$ cat config.mk
export PLATFORM = sky130hd
export DESIGN_NAME = rv_stream_arbiter
export DESIGN_NICKNAME = d
export VERILOG_FILES = /design/src/rtl/rv_stream_arbiter.sv
export SDC_FILE = /design/constraint.sdc
export NUM_CORES = 1
export LEC_CHECK = 0
export BUFFER_PORTS_ARGS = -buffer_cell sky130_fd_sc_hd__buf_2
export CAP_MARGIN = 15
export CORE_MARGIN = 5
export CORE_UTILIZATION = 51
export DETAILED_ROUTE_END_ITERATION = 8
export PLACE_DENSITY = 0.89
export RECOVER_POWER = 50
export SYNTH_ARGS = -nofsm -noshare
export SYNTH_HDL_FRONTEND = slang
export SYNTH_SLANG_ARGS = --single-unit
$ cat constraint.sdc
create_clock -name clk -period 2.8 [get_ports clk]
set_input_delay 0.14 -clock clk [delete_from_list [all_inputs] [get_ports clk]]
set_output_delay 0.14 -clock clk [all_outputs]
set_load 0.01 [all_outputs]
$ cat src/rtl/rv_stream_arbiter.sv
// Round-robin N:1 ready/valid stream merger with grant locking and a
// selectable output stage (passthrough, two-entry skid buffer, or output register).
module rv_stream_arbiter #(
  parameter int NUM_REQS     = 4,
  parameter int DATAW        = 8,
  parameter int BUFFERED     = 1,
  parameter int LOG_NUM_REQS = (NUM_REQS > 1) ? $clog2(NUM_REQS) : 1
) (
  input  logic                      clk,
  input  logic                      reset,
  input  logic [NUM_REQS-1:0]       valid_in,
  input  logic [NUM_REQS*DATAW-1:0] data_in,
  output logic [NUM_REQS-1:0]       ready_in,
  output logic                      valid_out,
  output logic [DATAW-1:0]          data_out,
  output logic [LOG_NUM_REQS-1:0]   sel_out,
  input  logic                      ready_out
);

  if (NUM_REQS == 1) begin : g_single
    assign valid_out = valid_in[0];
    assign data_out  = data_in[DATAW-1:0];
    assign ready_in  = ready_out;
    assign sel_out   = '0;
  end else begin : g_arb
    typedef logic [LOG_NUM_REQS-1:0] idx_t;
    typedef struct packed {
      idx_t             sel;
      logic [DATAW-1:0] data;
    } beat_t;

    idx_t  rr_ptr, lock_idx, grant;
    logic  locked, grant_vld, stage_rdy, in_fire;
    beat_t in_beat;

    // Reverse scan so the candidate closest to rr_ptr+1 is assigned last and wins.
    always_comb begin
      idx_t cand;
      cand      = '0;
      grant     = lock_idx;
      grant_vld = valid_in[lock_idx];
      if (!locked) begin
        grant_vld = 1'b0;
        for (int i = NUM_REQS; i >= 1; i--) begin
          cand = idx_t'((int'(rr_ptr) + i) % NUM_REQS);
          if (valid_in[cand]) begin
            grant     = cand;
            grant_vld = 1'b1;
          end
        end
      end
    end

    // Reset gates the handshake so nothing is accepted while reset is held.
    assign in_fire = grant_vld && stage_rdy && reset;
    assign in_beat = '{sel: grant, data: data_in[grant*DATAW +: DATAW]};

    always_comb begin
      ready_in = '0;
      if (in_fire) ready_in[grant] = 1'b1;
    end

    always_ff @(posedge clk or negedge reset) begin
      if (!reset) begin
        rr_ptr   <= idx_t'(NUM_REQS - 1);
        locked   <= 1'b0;
        lock_idx <= '0;
      end else if (in_fire) begin
        rr_ptr <= grant;
        locked <= 1'b0;
      end else if (grant_vld) begin
        locked   <= 1'b1;
        lock_idx <= grant;
      end
    end

    if (BUFFERED == 0) begin : g_pass
      assign stage_rdy = ready_out;
      assign valid_out = grant_vld && reset;
      assign data_out  = reset ? in_beat.data : '0;
      assign sel_out   = reset ? in_beat.sel : '0;
    end else if (BUFFERED == 2) begin : g_oreg
      beat_t out_q;
      logic  out_vld;
      assign stage_rdy = !out_vld || ready_out;
      always_ff @(posedge clk or negedge reset) begin
        if (!reset) begin
          out_vld <= 1'b0;
          out_q   <= '0;
        end else if (stage_rdy) begin
          out_vld <= in_fire;
          if (in_fire) out_q <= in_beat;
        end
      end
      assign valid_out = out_vld;
      assign data_out  = out_q.data;
      assign sel_out   = out_q.sel;
    end else begin : g_skid
      beat_t out_q, skid_q;
      logic  out_vld, skid_vld;
      // ready_in comes straight from skid occupancy, never from ready_out.
      assign stage_rdy = !skid_vld;
      always_ff @(posedge clk or negedge reset) begin
        if (!reset) begin
          out_vld  <= 1'b0;
          skid_vld <= 1'b0;
          out_q    <= '0;
          skid_q   <= '0;
        end else if (!out_vld || ready_out) begin
          if (skid_vld) begin
            out_vld  <= 1'b1;
            out_q    <= skid_q;
            skid_vld <= 1'b0;
          end else begin
            out_vld <= in_fire;
            if (in_fire) out_q <= in_beat;
          end
        end else if (in_fire) begin
          skid_vld <= 1'b1;
          skid_q   <= in_beat;
        end
      end
      assign valid_out = out_vld;
      assign data_out  = out_q.data;
      assign sel_out   = out_q.sel;
    end
  end

endmodule

==> impl_metrics.yaml <==
status:
  outcome: "complete, no violations"
timing:
  rsz0062_at_grt: "no"
  period_needed_ps: 2550
  relSlewSlack: 0.576
  hold_viol_final: 0
  tightest_slew_ps: 637
  tns_ps: 0
  hold_ws_ps: 248
  setup_ws_ps: 251
  finalCritPeriodShare: 0.911
  fmax_ghz: 0.392
  setup_violations: 0
  final_max_slew_viol_count: 0
  fin_worst_skew_ps: 17.6
layout:
  antenna_cells: 0
  finalNonFillerCells: 272
  nNetsFinal: 266
  final_util: 0.608
  area_delta_synth_final_pct: 16.1
  drive_above_1_share: 0.363
  final_cell_mix: "buf_2 (45), dfrtp_1 (25), nand2_1 (21)"
  layout_commonest_cell: "buf_2"
  final_area_um2: 2010
power_and_ir_drop:
  ir_drop_v: 0.000574
  power-per-cell-area_nw_per_um2: 1080
  p_leak_nw: 0.991
  power_mw: 2.17
route:
  routedWlPerCell_um: 13.9
  drt_wl_total_mm: 3.78
  drt_pass1_iterations: 4
  drc_errors: 0
  wl_met1_mm: 1.69
  route.met2.wl_mm: 1.80
  final_antenna_net_count: 0
  viasPerCell: 5.34
  drtIter0Drc: 145
  dr_total_vias: 1453
  wl_met3_um: 253
  top_layer: "met4"
clocking:
  clk_path_buf_depth: 2
  numCtsBuffers: 3
  cts_tree: "yes"
  htree_num_levels: 1
  clk_pin_slew_ps: 160
  clkSinkCount: 27
  cts_root_buffer: "clkbuf_4"
  worstSkewPairLatency_ps: 330
  post_cts_buffers: 0
floorplan:
  placementRows: 21
  fp.dieArea_um2: 4660
  core_area_um2: 3310
  die_y_um: 68.3
  io_pins: 54
  start_util: 0.523
  die_width_um: 68.3
logic_synthesis:
  ys_types: 39
  yosys_warnings: 0
  seq_area_frac_synth: 0.391
  netlist_area_um2: 1730
  ys_ff_latch: 27
  synth_fp_nets: 218
  avgSynthCellArea_um2: 9.68
  synth_cells: 179
critical_path:
  cp-end-kind: "output pin"
  required_ps: 2660
  crit_type: "register to output pin"
  r2r_setup_slack_ps: 520
  crit_fanout: 14
  cp.arrival_ps: 2410
  start_kind: "register"
placed_design:
  place_area_um2: 1980
  port_buffers: 53
  dp.cells: 267
  post-place-ws_ps: 533
  dp_hpwl_mm: 2.87
  gp_congestion: 0.865
grt:
  grt_pass1_vias: 1375
  grt.overflow.total: 0
  grt_use_total: 0.177
  antenna_found_initial: 0
  grt_max_degree: 29
  grt_pass1_wl_mm: 6.27
hold_path:
  hold_class: "primary input to register"
job:
  maxCapViolations: 0
## kinds of logic after synthesis
group / after synthesis / synth area share
xor gates and xnor gates: 1 / 0.00506
AOI/OAI and AO/OA: 51 / 0.195
muxes: 28 / 0.176
DFF: 27 / 0.391
and+or+nand+nor: 54 / 0.166
buffers and inverters: 18 / 0.0664
## cells in the mapped netlist
cell type,n,area (µm²)
nand2b_1,3,18.8
buf_6,3,33.8
dfstp_2,2,52.6
nand3b_1,2,15.0
o21ai_0,5,25.0
mux2_2,10,113
or2_4,1,8.76
nor2_1,7,26.3
and3_1,9,56.3
nor2_4,1,11.3
a211oi_1,1,7.51
clkbuf_1,2,7.51
a21oi_2,1,8.76
a21oi_1,16,80.1
or2_2,1,6.26
nor3b_1,3,22.5
o32ai_1,1,8.76
buf_4,5,37.5
or2_1,1,6.26
o221ai_2,1,15.0
a21boi_4,1,18.8
buf_2,5,25.0
o21bai_1,1,7.51
nor4_1,1,6.26
o21ai_2,8,70.1
dfrtp_1,25,626
o21ai_1,12,60.1
mux2i_1,17,170
o21a_1,1,7.51
mux4_2,1,22.5
inv_1,3,11.3
a31oi_1,1,6.26
a22oi_2,1,12.5
o311a_1,1,10.0
nor3_1,1,5.00
nand2_1,21,78.8
nand2b_4,1,13.8
xnor2_1,1,8.76
nor2b_1,2,12.5
## state kept, by name (all words and copies together), names as in the netlist
name,flops
g_arb.g_skid.skid_q,10
data_out,8
g_arb.lock_idx,2
g_arb.rr_ptr,2
sel_out,2
g_arb.g_skid.skid_vld,1
g_arb.locked,1
valid_out,1
## area by class of cell
type / count / area (µm²)
Sequential cell: 27 / 678
Inverter: 3 / 11.3
Tap cell: 46 / 57.6
Multi-Input combinational cell: 134 / 940
Clock buffer: 3 / 22.5
Fill cell: 297 / 1300
Timing Repair Buffer: 58 / 295
Clock inverter: 1 / 7.51
## power by group
part           internal (mW)  switching (mW)
Sequential             0.581           0.163
Clock                 0.0547           0.120
Combinational          0.603           0.651
## worst max-delay path, stage by stage (launching register included)
cell      delay [ps]
dfstp_2          680
nor2_1            80
a211oi_1         280
o311a_1          220
a22oi_2           60
buf_4            210
or2_2            320
nor2b_1          100
buf_2            130
## path summary, 6_finish.rpt
kind                                              from                endpoint  depth (start not counted)
worst max-delay path                   g_arb.rr_ptr[1]             ready_in[2]                          8
worst min-delay path                       data_in[10]             data_out[2]                          4
worst max register to register       g_arb.lock_idx[0]  g_arb.g_skid.skid_q[0]                          7
worst min register to register  g_arb.g_skid.skid_q[2]  g_arb.g_skid.skid_q[2]                          2
max in group asynchronous                        reset         g_arb.rr_ptr[0]                          3
min in group asynchronous                        reset  g_arb.g_skid.skid_q[2]                          3
## repair_timing
item | 4_1_cts | 5_1_grt
endpoints found under the hold margin | 25 | 0
hold buffers | 1 | 0
endpoints found under the setup margin | 0 | 0
gates resized for setup | 0 | 0
## metal layers
metal  vias up  GRT usage
li1        731          -
met1       676      0.243
met2        42      0.285
met3         4     0.0345
met4         0     0.0447
met5         -          0
Power figures use the tool's default switching activity.
